==> config.mk <==
export PLATFORM = sky130hd
export DESIGN_NAME = cmd_engine_flat
export DESIGN_NICKNAME = d
export VERILOG_FILES = /design/src/rtl/cmd_engine_if.sv /design/src/rtl/cmd_engine.sv /design/src/flat_wrapper.sv
export SDC_FILE = /design/constraint.sdc
export NUM_CORES = 1
export LEC_CHECK = 0
export CORE_UTILIZATION = 35
export CTS_BUF_LIST = sky130_fd_sc_hd__clkbuf_4 sky130_fd_sc_hd__clkbuf_8
export CTS_CLUSTER_DIAMETER = 50
export DETAILED_ROUTE_END_ITERATION = 16
export PLACE_DENSITY = 0.62
export REMOVE_ABC_BUFFERS = 1
export SYNTH_ARGS = -nofsm -noshare
export SYNTH_HDL_FRONTEND = slang
export SYNTH_SLANG_ARGS = --single-unit
==> constraint.sdc <==
create_clock -name clk_usb -period 3 [get_ports clk_usb]
set_clock_uncertainty 0.15 [all_clocks]
set_input_delay 0.3 -clock clk_usb [delete_from_list [all_inputs] [get_ports clk_usb]]
set_output_delay 0.3 -clock clk_usb [all_outputs]
set_load 0.005 [all_outputs]
==> src/rtl/cmd_engine_if.sv <==
// cmd_engine_if: byte-in, register-bank and tx handshake bundle for cmd_engine
// master (engine): takes byte_ready/reg_usb_data_in, reg_data_out, tx_ready; drives reg_cmd, reg_bytecount,
//   reg_data_in, reg_write, reg_read, tx_data, tx_valid. slave is the mirror (USB side + register bank).
interface cmd_engine_if #(
  parameter int LEN_BYTES = 2,
  parameter int CMD_BITS = 6
);
  localparam int BC_W = 8 * LEN_BYTES;
  logic byte_ready;
  logic [7:0] reg_usb_data_in;
  logic [CMD_BITS-1:0] reg_cmd;
  logic [BC_W-1:0] reg_bytecount;
  logic [7:0] reg_data_in;
  logic reg_write;
  logic reg_read;
  logic [7:0] reg_data_out;
  logic [7:0] tx_data;
  logic tx_valid;
  logic tx_ready;
  modport master (
    input  byte_ready, reg_usb_data_in, reg_data_out, tx_ready,
    output reg_cmd, reg_bytecount, reg_data_in, reg_write, reg_read, tx_data, tx_valid
  );
  modport slave (
    output byte_ready, reg_usb_data_in, reg_data_out, tx_ready,
    input  reg_cmd, reg_bytecount, reg_data_in, reg_write, reg_read, tx_data, tx_valid
  );
endinterface

==> src/rtl/cmd_engine.sv <==
// cmd_engine: USB byte-stream command decoder (header, LE length, data) driving a register bank
// Ports: clk_usb; reset_n (async, active-low); bus (cmd_engine_if.master) byte input, register-bank
//   strobes and tx valid/ready; busy (not IDLE); err_illegal / err_timeout one-cycle pulses.
// Define CMD_CHECKSUM_EN to expect a trailing XOR checksum byte on writes and add the err_checksum pulse.
module cmd_engine #(
  parameter int LEN_BYTES = 2,
  parameter int CMD_BITS = 6,
  parameter int TIMEOUT_CYCLES = 1000000
) (
  input  logic clk_usb,
  input  logic reset_n,
  cmd_engine_if.master bus,
  output logic busy,
  output logic err_illegal,
  output logic err_timeout
`ifdef CMD_CHECKSUM_EN
  ,
  output logic err_checksum
`endif
);
  localparam int BC_W = 8 * LEN_BYTES;
  typedef enum logic [2:0] {
    IDLE, LEN, WDATA, RREQ, RWAIT, RSEND
`ifdef CMD_CHECKSUM_EN
    , WCHK
`endif
  } state_t;
`ifdef CMD_CHECKSUM_EN
  localparam state_t WR_END = WCHK;
`else
  localparam state_t WR_END = IDLE;
`endif
  state_t state, state_n;
  logic [1:0] mode, mode_n, lidx, lidx_n;
  logic [BC_W-1:0] len, len_n, len_full, bc_n, idx;
  logic [CMD_BITS-1:0] cmd_n;
  logic [7:0] b, din_n, txd_n;
  logic wr_n, txv_n, eill_n, etmo_n, counting, last_len;
  logic [31:0] tmo, tmo_n;
`ifdef CMD_CHECKSUM_EN
  logic [7:0] chk, chk_n;
  logic echk_n;
`endif
  assign b = bus.reg_usb_data_in;
  assign busy = state != IDLE;
  assign bus.reg_read = state == RREQ;
  // index of the byte being handled: the counter advances the cycle after each write strobe
  assign idx = bus.reg_bytecount + BC_W'(bus.reg_write);
  assign len_full = len | (BC_W'(b) << {lidx, 3'b000});
  assign last_len = lidx == 2'(LEN_BYTES - 1);
`ifdef CMD_CHECKSUM_EN
  assign counting = TIMEOUT_CYCLES != 0 && (state == LEN || state == WDATA || state == WCHK);
`else
  assign counting = TIMEOUT_CYCLES != 0 && (state == LEN || state == WDATA);
`endif
  always_comb begin
    state_n = state;
    mode_n = mode;
    lidx_n = lidx;
    len_n = len;
    cmd_n = bus.reg_cmd;
    bc_n = idx;
    din_n = bus.reg_data_in;
    wr_n = 1'b0;
    txd_n = bus.tx_data;
    txv_n = bus.tx_valid;
    eill_n = 1'b0;
    etmo_n = 1'b0;
`ifdef CMD_CHECKSUM_EN
    chk_n = chk;
    echk_n = 1'b0;
    if (bus.byte_ready) chk_n = state == IDLE ? b : chk ^ b;
`endif
    case (state)
      IDLE: if (bus.byte_ready) begin
        state_n = LEN;
        mode_n = b[7:6];
        cmd_n = b[CMD_BITS-1:0];
        lidx_n = '0;
        len_n = '0;
        bc_n = '0;
      end
      LEN: if (bus.byte_ready) begin
        len_n = len_full;
        lidx_n = last_len ? 2'd0 : lidx + 2'd1;
        if (last_len) begin
          // zero length wins over mode decoding, so a zero-length illegal header is silent
          state_n = len_full == '0 ? (mode == 2'b11 ? WR_END : IDLE) :
                    mode == 2'b11 ? WDATA : mode == 2'b10 ? RREQ : IDLE;
          eill_n = len_full != '0 && !mode[1];
        end
      end
      WDATA: if (bus.byte_ready) begin
        wr_n = 1'b1;
        din_n = b;
        state_n = idx == len - 1'b1 ? WR_END : WDATA;
      end
      RREQ: state_n = RWAIT;
      RWAIT: begin
        txd_n = bus.reg_data_out;
        txv_n = 1'b1;
        state_n = RSEND;
      end
      RSEND: if (bus.tx_valid && bus.tx_ready) begin
        txv_n = 1'b0;
        state_n = idx == len - 1'b1 ? IDLE : RREQ;
        bc_n = idx == len - 1'b1 ? idx : idx + 1'b1;
      end
`ifdef CMD_CHECKSUM_EN
      WCHK: if (bus.byte_ready) begin
        echk_n = b != chk;
        state_n = IDLE;
      end
`endif
      default: state_n = IDLE;
    endcase
    if (counting && !bus.byte_ready && tmo == 32'(TIMEOUT_CYCLES - 1)) begin
      state_n = IDLE;
      etmo_n = 1'b1;
    end
    tmo_n = counting && !bus.byte_ready && state_n == state ? tmo + 32'd1 : '0;
  end
  always_ff @(posedge clk_usb or negedge reset_n) begin
    if (!reset_n) begin
      state <= IDLE;
      mode <= '0;
      lidx <= '0;
      len <= '0;
      tmo <= '0;
      bus.reg_cmd <= '0;
      bus.reg_bytecount <= '0;
      bus.reg_data_in <= '0;
      bus.reg_write <= 1'b0;
      bus.tx_data <= '0;
      bus.tx_valid <= 1'b0;
      err_illegal <= 1'b0;
      err_timeout <= 1'b0;
`ifdef CMD_CHECKSUM_EN
      chk <= '0;
      err_checksum <= 1'b0;
`endif
    end else begin
      state <= state_n;
      mode <= mode_n;
      lidx <= lidx_n;
      len <= len_n;
      tmo <= tmo_n;
      bus.reg_cmd <= cmd_n;
      bus.reg_bytecount <= bc_n;
      bus.reg_data_in <= din_n;
      bus.reg_write <= wr_n;
      bus.tx_data <= txd_n;
      bus.tx_valid <= txv_n;
      err_illegal <= eill_n;
      err_timeout <= etmo_n;
`ifdef CMD_CHECKSUM_EN
      chk <= chk_n;
      err_checksum <= echk_n;
`endif
    end
  end
endmodule

==> src/flat_wrapper.sv <==
// flat-port wrapper written by rule: the top's interface ports become plain ports
module cmd_engine_flat 
#(
  parameter int LEN_BYTES = 2,
  parameter int CMD_BITS = 6,
  parameter int TIMEOUT_CYCLES = 1000000
)
  (clk_usb, reset_n, busy, err_illegal, err_timeout, bus_byte_ready, bus_reg_usb_data_in, bus_reg_data_out, bus_tx_ready, bus_reg_cmd, bus_reg_bytecount, bus_reg_data_in, bus_reg_write, bus_reg_read, bus_tx_data, bus_tx_valid);
  cmd_engine_if #(.LEN_BYTES(LEN_BYTES), .CMD_BITS(CMD_BITS)) bus_i ();
  input  logic clk_usb;
  input  logic reset_n;
  output logic busy;
  output logic err_illegal;
  output logic err_timeout;
  input wire logic [$bits(bus_i.byte_ready)-1:0] bus_byte_ready;
  input wire logic [$bits(bus_i.reg_usb_data_in)-1:0] bus_reg_usb_data_in;
  input wire logic [$bits(bus_i.reg_data_out)-1:0] bus_reg_data_out;
  input wire logic [$bits(bus_i.tx_ready)-1:0] bus_tx_ready;
  output wire logic [$bits(bus_i.reg_cmd)-1:0] bus_reg_cmd;
  output wire logic [$bits(bus_i.reg_bytecount)-1:0] bus_reg_bytecount;
  output wire logic [$bits(bus_i.reg_data_in)-1:0] bus_reg_data_in;
  output wire logic [$bits(bus_i.reg_write)-1:0] bus_reg_write;
  output wire logic [$bits(bus_i.reg_read)-1:0] bus_reg_read;
  output wire logic [$bits(bus_i.tx_data)-1:0] bus_tx_data;
  output wire logic [$bits(bus_i.tx_valid)-1:0] bus_tx_valid;
  assign bus_i.byte_ready = bus_byte_ready;
  assign bus_i.reg_usb_data_in = bus_reg_usb_data_in;
  assign bus_i.reg_data_out = bus_reg_data_out;
  assign bus_i.tx_ready = bus_tx_ready;
  assign bus_reg_cmd = bus_i.reg_cmd;
  assign bus_reg_bytecount = bus_i.reg_bytecount;
  assign bus_reg_data_in = bus_i.reg_data_in;
  assign bus_reg_write = bus_i.reg_write;
  assign bus_reg_read = bus_i.reg_read;
  assign bus_tx_data = bus_i.tx_data;
  assign bus_tx_valid = bus_i.tx_valid;
  cmd_engine #(.LEN_BYTES(LEN_BYTES), .CMD_BITS(CMD_BITS), .TIMEOUT_CYCLES(TIMEOUT_CYCLES)) u_core (.clk_usb(clk_usb), .reset_n(reset_n), .bus(bus_i), .busy(busy), .err_illegal(err_illegal), .err_timeout(err_timeout));
endmodule
# ---- Yosys cells after proc, flatten, opt, wreduce, memory -nomap -nowiden
# Cells that the tools add are included.
dict set report op_classes {
  n_div 0
  reduce_logical 18
  n_shift 1
  addsub 5
  eq_ne 14
  bitwise_logic 1
  n_mul 0
  muxes 32
  n_lt_le_gt_ge 0
}
# operator n
set op_table {}
lappend op_table {{16-bit two-way mux} 5}
lappend op_table {{16-bit case mux with 2 select lines} 2}
lappend op_table {{32-bit by 1-bit adder with 32-bit output, second input constant} 1}
lappend op_table {{32-bit by 20-bit equality test with 1-bit output, second input constant} 1}
lappend op_table {{32-bit two-way mux} 1}
lappend op_table {{3-bit two-way mux} 8}
lappend op_table {{3-bit case mux with 6 select lines} 1}
lappend op_table {{16-bit by 1-bit adder with 16-bit output} 1}
lappend op_table {{16-bit by 1-bit adder with 16-bit output, second input constant} 1}
lappend op_table {{16-bit equality test} 1}
lappend op_table {{16-bit zero test} 1}
lappend op_table {{16-bit bitwise OR} 1}
lappend op_table {{16-bit nonzero test} 1}
lappend op_table {{8-bit by 5-bit << shifter with 16-bit output} 1}
lappend op_table {{16-bit by 1-bit subtractor with 16-bit output, second input constant} 1}
lappend op_table {{2-bit two-way mux} 6}
lappend op_table {{1-bit two-way mux} 7}
lappend op_table {{3-bit by 2-bit equality test with 1-bit output, second input constant} 2}
lappend op_table {{3-bit equality test, second input constant} 2}
lappend op_table {{2-bit AND reduction} 3}
lappend op_table {{1-bit logical AND} 5}
lappend op_table {{2-bit equality test, second input constant} 2}
lappend op_table {{2-bit != test, second input constant} 2}
lappend op_table {{2-bit case mux with 2 select lines} 1}
lappend op_table {{12 further kinds} 14}
dict set report word_totals {
  register_bits 97
  rom_bits 0
  elab_cells 84
  ram_bits 0
  latch_bits 0
  mem_count 0
}

# ---- Longest topological paths before layout
# Gate-level depths: netlist of the first run.
dict set report depth {
  depth_word 11
  depth_mapped 12
}

# ---- Least setup slack after synthesis of the first run
# No wires, ideal clock.
dict set report synth_path {
  path_type {flip-flop to flip-flop}
  startpoint {reg u_core.bus.reg_write}
  endpoint {reg u_core.bus.reg_bytecount[15]}
  period_less_slack_ps 3072
  stages_incl_launch_ff 11
  setup_slack_ps -72
  t_arrival_ps 2797
  required_time_ps 2725
  cell_sequence {dfrtp_1 ha_1 ha_1 xor2_1 xnor2_1 nand3_1 or3_4 nor4_4 a31oi_2 nor3b_2 mux2_4}
}
dict set report synth_via {
  elab_chain_cells 5
  elab_cells_between_ends 7
  classes_between {add/sub (2); eq/ne (1); mux (4)}
}
# item line_no
set synth_lines {}
lappend synth_lines {{from (decl)} cmd_engine_if.sv:22} ;# output reg_cmd, reg_bytecount, reg_data_in, reg_write, reg_read, tx_data, tx_valid
lappend synth_lines {{from (signal assigned)} cmd_engine.sv:151} ;# bus.reg_write <= wr_n;
lappend synth_lines {{16-bit by 1-bit adder with 16-bit output (*)} cmd_engine.sv:48} ;# assign idx = bus.reg_bytecount + BC_W'(bus.reg_write);
lappend synth_lines {{16-bit by 1-bit adder with 16-bit output / 16-bit equality test (equally long branches)} cmd_engine.sv:107} ;# bc_n = idx == len - 1'b1 ? idx : idx + 1'b1;
lappend synth_lines {{16-bit two-way mux} cmd_engine.sv:107}
lappend synth_lines {{16-bit two-way mux} cmd_engine.sv:104} ;# RSEND: if (bus.tx_valid && bus.tx_ready) begin
lappend synth_lines {{16-bit case mux with 2 select lines (*)} cmd_engine.sv:74} ;# case (state)
lappend synth_lines {{via u_core.bc_n[15]} cmd_engine.sv:35} ;# logic [BC_W-1:0] len, len_n, len_full, bc_n, idx;
lappend synth_lines {{to (signal assigned)} cmd_engine.sv:149} ;# bus.reg_bytecount <= bc_n;
lappend synth_lines {{to (decl)} cmd_engine_if.sv:22}
# The timed path passes the listed nets; every way through them passes the cells marked *.
# A chain may end at the register's enable or synchronous reset.

# ---- Worst setup path in the final report of the first run
dict set report layout_path {
  startpoint {reg u_core.bus.reg_bytecount[0]}
  endpoint {reg u_core.bus.reg_bytecount[15]}
}
dict set report layout_via {
  elab_chain_cells 5
  elab_cells_between_ends 7
  classes_between {add/sub (2); eq/ne (1); mux (4)}
}
# item line_no
set layout_lines {}
lappend layout_lines {{16-bit by 1-bit adder with 16-bit output (*)} cmd_engine.sv:48}
lappend layout_lines {{16-bit by 1-bit adder with 16-bit output / 16-bit equality test (equally long branches)} cmd_engine.sv:107}
lappend layout_lines {{16-bit two-way mux} cmd_engine.sv:107}
lappend layout_lines {{16-bit two-way mux} cmd_engine.sv:104}
lappend layout_lines {{16-bit case mux with 2 select lines (*)} cmd_engine.sv:74}
lappend layout_lines {{via u_core.bc_n[15]} cmd_engine.sv:35}
# Marked as above.

==> impl_metrics.ini, run 1 <==
[clocking]
clk_pin_slew_ps = 110
clock_sinks = 97
clock_latency_ps = 390
h-tree-depth = 3
tritoncts = built
cts_buffer_depth = 2
root_buffer = clkbuf_8
cts_made_buffers = 9

[global_routing]
grt.total_usage_pct = 18.1
grt_first_pass_wirelength_um = 22800
met2_usage_pct = 29.7
grt_pass1_vias = 4539
grt_max_degree = 59
antenna_found_initial = 0
grt_use_met3_pct = 3.89
grt-busiest-layer = met2
gr-usage-met1_pct = 23.2
overflow = 0

[worst_setup_path]
cpMaxStageDelayCell = dfrtp_1
cp_cell_sequence = ha_4 > ha_4 > xor2_2 > xnor2_1 > nand3_1 > or3_4 > nor4_4 > buf_4 > a31oi_4 > nor3b_4 > mux2_4
cp_data_arrival_time_ps = 3160
end_kind = register
critPathBufInv = 1
crit_path_start_kind = register
crit_fanout = 4
critical-path-max-stage-delay_ps = 430
worst-setup-path-type = register to register
crit_required_ps = 3130
critPathTopFamily = simple AND/OR/NAND/NOR gates
ff2ff_setup_slack_ps = -30
cpMostUsedCell = ha_4

[finish]
antenna_cells = 0
mostFrequentLayoutCells = dfrtp_1 (94), buf_4 (65), clkdlybuf4s50_1 (62)
area_growth_pct = 34.1
final_common_cell = dfrtp_1
layout-drive-gt1-share_pct = 24.7
final-seq-area_sq_mm = 0.00243
nNetsFinal = 680
n_fill_cell = 1334
multiInputGateArea_sq_mm = 0.00308
fin_util_pct = 48.7
stdcell_count = 844
stdcell_area_sq_mm = 0.00716

[place]
dp_cells = 810
io_buffers = 63
place_congestion = 0.896
place_area_sq_mm = 0.00653
post-place-ws_ps = -138
dpl.hpwl_um = 9940

[power_and_ir_drop]
ir_drop_uv = 459
power_density_mw_per_mm2 = 755
total_power_mw = 5.41
leakage_nw = 3.11

[outcome]
violations = DRC, setup timing
status = finished with violations

[timing]
tns_ps = -72.4
final.min_clock_period_ps = 3030
slew_headroom_pct = 52.7
hold_ws_ps = 284
final_max_slew_viol_count = 0
setup_viol = 4
finalHoldViolations = 0
rsz0062_at_grt = yes
fin_ws_ps = -30.1
clock.fmax_ghz = 0.330
min_period_over_period_pct = 101
tightestPinTransition_ps = 705

[detailed_routing]
drt_wl_total_um = 14000
avgRoutedWirePerCell_um = 16.6
drc_errors = 4
drtIter0Drc = 256
num_vias = 4550
viasPerCell = 5.39
ant_nets = 0
dr.pass1.iters = 11

[hold_path]
hold_class = input port to asynchronous set/reset pin

[die]
num_rows = 44
start_util_pct = 36.3
io-pin-count = 64
die_w_um = 125
dieArea_sq_mm = 0.0157
die_h_um = 125
coreArea_sq_mm = 0.0147

[logic_synthesis]
netlist_instances = 530
synth-edff-count = 0
postSynthAreaPerCell_sq_um = 10.1
netlist_area_sq_mm = 0.00534
yosysSeqAreaShare_pct = 45.5
synthArstFlopShare_pct = 100
ys_types = 68
synth_top_cell_area_share_pct = 45.5
synth.area.top_cells = dfrtp_1 (45%), xor2_1 (5.6%), xnor2_1 (5.1%)
ys_ff_latch = 97
yosysTopAreaCell = dfrtp_1
yosys_warnings = 0
synth_top_flop_cell = dfrtp_1

[flow_run]
maxCapViolations = 0
-- layer usage --
layer  part of all wire, %  vias to the layer above  routed length, um
met4                   2.2                        0                314
met5                     0                        -                  0
met1                    44                     2271               6160
li1                      -                     2154                  -
met2                    49                      102               6890
met3                   4.8                       23                672
-- what timing repair did --
| action | in CTS | in global routing |
|---|---|---|
| endpoints found under the setup margin | 17 | 18 |
| resized for setup | 15 | 39 |
| setup buffers | 6 | 11 |
| hold endpoints to repair | 39 | 0 |
| pin swaps | 10 | 22 |
| hold buffers | 1 | 0 |
-- power by group --
group / internal (mW) / total [mW] / switching (mW)
combinational: 1.40 / 2.62 / 1.21
clock: 0.327 / 0.859 / 0.532
sequential: 1.61 / 1.93 / 0.313
total: 3.35 / 5.41 / 2.06
-- final timing paths --
check / start / to / depth (start not counted)
worst max-delay path: u_core.bus.reg_bytecount[0]$_DFF_PN0_ / u_core.bus.reg_bytecount[15]$_DFF_PN0_ / 11
worst min-delay path: reset_n / u_core.bus.reg_bytecount[3]$_DFF_PN0_ / 2
worst max register to register: u_core.bus.reg_bytecount[0]$_DFF_PN0_ / u_core.bus.reg_bytecount[15]$_DFF_PN0_ / 11
worst min register to register: u_core.mode[1]$_DFFE_PN0P_ / u_core.err_illegal$_DFF_PN0_ / 1
max in group asynchronous: reset_n / u_core.bus.reg_data_in[5]$_DFFE_PN0P_ / 3
min in group clk_usb: u_core.mode[1]$_DFFE_PN0P_ / u_core.err_illegal$_DFF_PN0_ / 1
-- kinds of logic after synthesis --
logic type | Yosys count | share of synthesized area [%]
DFF | 97 | 45.5
AOI/OAI and AO/OA | 61 | 9.12
muxes | 24 | 4.99
buffers and inverters | 27 | 2.11
adders and majority gates | 5 | 1.17
xor gates and xnor gates | 69 | 12.1
and+or+nand+nor | 247 | 25.0
-- synth_stat cells, types with 3 or more instances --
cell and instances:
a211oi_1 3, a21oi_1 5, a22o_1 13, a311oi_1 3, and3_1 11, and4_1 4
buf_2 3, clkbuf_1 14, dfrtp_1 97, ha_1 5, inv_1 8, mux2_2 16
mux2i_1 6, nand2_1 58, nand2b_1 3, nand3_1 29, nand3b_1 4, nand4_1 24
nor2_1 58, nor2b_1 3, nor3_1 11, nor3b_1 4, nor4_1 13, nor4b_1 3
o211ai_1 4, o21ai_0 7, o22ai_1 3, or2_2 3, or3_1 4, xnor2_1 31
xor2_1 34
-- final cells by class --
cell class / instances / share of cell area, %
clock buffer: 9 / 1.73
clock inverter: 7 / 1.03
inverter: 8 / 0.420
multi-input combinational: 406 / 43.0
sequential: 97 / 34.0
tap: 184 / 3.22
timing repair buffer: 133 / 16.7
-- state kept, by name (all words and copies together) (netlist names) --
register	flops
u_core.bus.reg_bytecount	16
u_core.bus.reg_cmd	6
u_core.bus.reg_data_in	8
u_core.bus.reg_write	1
u_core.bus.tx_data	8
u_core.bus.tx_valid	1
u_core.err_illegal	1
u_core.err_timeout	1
u_core.len	16
u_core.lidx	2
u_core.mode	2
u_core.state	3
u_core.tmo	32
Power figures use the tool's default switching activity.
==> run 2: changes to the inputs <==
SLEW_MARGIN = 0   (was unset)
==> results of run 2 <==
Final layout, timing and power as in run 1 (identical DEF).
==> run 3: changes to the inputs <==
ABC_AREA = 1   (was unset)
PLACE_DENSITY = 0.61   (was 0.62)
==> run 3 against run 2 <==
The flow now finishes without violations. First-iteration DRC count up 82%. Sequential share of layout area fell by 2.8 points. Clock-buffer cell count up 2. Final cell count rose by 52%. Critical path type unchanged. Highest routed layer unchanged.
==> impl_metrics.ini, run 3 <==
[logic_synthesis]
yosysSeqAreaShare_pct = 38.5
synth_top_flop_cell = dfrtp_1
synth_top_family_by_area = simple AND/OR/NAND/NOR gates
synthXorXnorAreaFrac_pct = 4.56
synth-edff-count = 0
synthSimpleGateAreaFrac_pct = 41.0
synth-compound-area-share_pct = 6.57
netlist_instances = 957
synth.area.top_cells = dfrtp_1 (38%), nand2_1 (20%), nor2_1 (8.5%)
synthMuxAreaShare_pct = 0
yosysTopAreaCell = dfrtp_1
ys_types = 36
ys_ff_latch = 97
synthAdderAreaFrac_pct = 0.992
ys_top_cells_by_count = nand2_1 (331), nor2_1 (142), inv_1 (116), dfrtp_1 (97), nand3_1 (74)
synth_top_cell_area_share_pct = 38.5
netlist_area_sq_mm = 0.00631
postSynthAreaPerCell_sq_um = 6.59
yosys_warnings = 0
synthArstFlopShare_pct = 100
post-synth-top-count-cell = nand2_1

[clocking]
clk_pin_slew_ps = 100
root_buffer = clkbuf_8
clock_latency_ps = 390
clock_sinks = 97
cts_made_buffers = 9
tritoncts = built
cts_buffer_depth = 2
h-tree-depth = 3

[worst_setup_path]
critPathBufInv = 2
worst-setup-path-type = register to register
rr_startpoint = u_core.bus.reg_write$_DFF_PN0_
ff2ff_setup_slack_ps = 210
reg2reg_to = u_core.tmo[21]$_DFF_PN0_
crit_required_ps = 3140
end_kind = register
crit_path_start_kind = register
critPathTopFamily = simple AND/OR/NAND/NOR gates
cpMaxStageDelayCell = dfrtp_1
cp_data_arrival_time_ps = 2930
critical-path-max-stage-delay_ps = 410
cpMostUsedCell = nand2_1
crit_fanout = 8
cp_cell_sequence = ha_4 > ha_4 > nand3_2 > nor2_4 > nand3_1 > nand2_2 > inv_2 > nand2_1 > nand2_1 > nor2_1 > nand2_1 > nor2_2 > nand3_1 > nand2_1 > nand3_1 > nand2_1 > nand2_1 > nand2_4 > clkbuf_16 > nor2_1
rr_worst_depth = 20

[detailed_routing]
avgRoutedWirePerCell_um = 13.3
drtIter0Drc = 466
ant_nets = 0
viasPerCell = 4.91
dr.pass1.iters = 5
drc_errors = 0
num_vias = 6309
drt_wl_total_um = 17100

[global_routing]
antenna_found_initial = 0
overflow = 0
grt_max_degree = 54
grt_first_pass_wirelength_um = 27900
grt_pass1_vias = 5890
grt.total_usage_pct = 19.1

[finish]
antenna_cells = 0
largest-register = u_core.tmo
area_growth_pct = 23.6
mostFrequentLayoutCells = nand2_1 (324), nor2_1 (131), inv_1 (113)
multiInputGateArea_sq_mm = 0.00348
stdcell_area_sq_mm = 0.00780
layout-drive-gt1-share_pct = 9.35
reg_top3 = u_core.tmo: 32 flops, u_core.bus.reg_bytecount: 16 flops, u_core.len: 16 flops
n_fill_cell = 1829
final-seq-area_sq_mm = 0.00243
final_common_cell = nand2_1
largest_reg_flops = 32
nNetsFinal = 1079

[place]
place_congestion = 0.913
io_buffers = 63
dpl.hpwl_um = 12900
place_area_sq_mm = 0.00739

[power_and_ir_drop]
p_switching_mw = 2.76
leakage_nw = 3.59
power_frac_clock_pct = 13.6
p_seq_share_pct = 31.9
internal_power_mw = 3.30
power_density_mw_per_mm2 = 778
p_comb_share_pct = 54.5
p_sw_share_pct = 45.5
total_power_mw = 6.06
ir_drop_uv = 309

[die]
dieArea_sq_mm = 0.0186
coreArea_sq_mm = 0.0175
die_h_um = 136
start_util_pct = 36.1
num_rows = 48
io-pin-count = 64
die_w_um = 136

[timing]
slew_headroom_pct = 60.6
final.min_clock_period_ps = 2790
tns_ps = 0
tightestPinTransition_ps = 591
min_period_over_period_pct = 93.1
final_max_slew_viol_count = 0
finalHoldViolations = 0
clock.fmax_ghz = 0.358
setup_viol = 0

[hold_path]
hold_depth = 3
hp-start = bus_reg_data_out[1]
hold_class = input port to register
hold_end = u_core.bus.tx_data[1]$_DFFE_PN0P_

[flow_run]
maxCapViolations = 0

[outcome]
status = finished clean
run 3: cell count changes after synthesis, sizes merged, moves of 10 or more:
cell,delta
a21oi,+18
a22o,-14
and3,-10
inv,+113
mux2,-18
nand2,+277
nand3,+44
nor2,+90
o21ai,+22
o31ai,+16
xnor2,-22
xor2,-13
run 3: stage by stage:
| stage | instances | setup slack [ps] | util [%] | hold WS (ps) |
|---|---|---|---|---|
| floorplan | 945 | 276 | - | -146 |
| CTS | 1278 | 10.5 | 43.4 | 278 |
| finish | 1284 | 206 | 44.6 | 293 |
| global route | 1284 | -15.3 | 44.6 | 291 |
| detailed placement | 1261 | 28.5 | 42.3 | 202 |
| global placement | 1261 | 83.9 | 42.3 | 200 |
run 3: logic make-up (layout without fill, tap and decap cells):
kind of cell / count (synthesis) / after routing
and+or+nand+nor: 614 / 615
buffers and inverters: 137 / 238
xor gates and xnor gates: 32 / 32
adders and majority gates: 5 / 5
AOI/OAI and AO/OA: 72 / 72
DFF: 97 / 97
run 3: worst min-delay path, stage by stage:
cell and delay, ps:
clkdlybuf4s50_1 400, nand2_1 60, nand2_1 40
run 3: worst max-delay path by stage:
stage / start / endpoint / slack [ps] / depth (start not counted)
2_1_floorplan: u_core.bus.reg_write$_DFF_PN0_ / u_core.tmo[0]$_DFF_PN0_ / 280 / 21
3_3_place_gp: u_core.bus.reg_write$_DFF_PN0_ / u_core.tmo[15]$_DFF_PN0_ / 80 / 20
3_5_place_dp: u_core.bus.reg_write$_DFF_PN0_ / u_core.tmo[16]$_DFF_PN0_ / 30 / 20
4_1_cts: u_core.bus.reg_write$_DFF_PN0_ / u_core.tmo[16]$_DFF_PN0_ / 10 / 20
5_1_grt: u_core.bus.reg_write$_DFF_PN0_ / u_core.tmo[19]$_DFF_PN0_ / -20 / 22
6_report: u_core.bus.reg_write$_DFF_PN0_ / u_core.tmo[21]$_DFF_PN0_ / 210 / 20
run 3: final cells by class:
cell class,instances,area share (%)
Inverter,125,6.02
Sequential cell,97,31.2
Multi-Input combinational cell,724,44.7
Timing Repair Buffer,97,12.2
Clock inverter,5,0.513
Clock buffer,11,1.86
Tap cell,225,3.61
run 3: power by group through the flow:
stage | Combinational (mW) | Sequential [mW] | Clock, mW
3_5_place_dp | 3.02 | 1.95 | 0
4_1_cts | 3.03 | 1.93 | 0.866
6_report | 3.31 | 1.93 | 0.825
5_1_grt | 3.71 | 1.98 | 0.908
2_1_floorplan | 1.82 | 1.90 | 0
3_3_place_gp | 3.00 | 1.95 | 0
run 3: repair_timing:
item                                   4_1_cts  5_1_grt
hold buffers                                 1        0
setup endpoints to repair                    0       47
resized for setup                            0       37
endpoints found under the hold margin       44        0
setup buffers                                0        2
run 3: layer usage:
metal	GRT usage (%)	part of all wire, %	up-vias
met2	31.9	47	142
li1	-	-	3227
met1	24.9	46	2915
met4	6.85	2.1	0
met3	3.17	4.3	25
met5	0	0	-
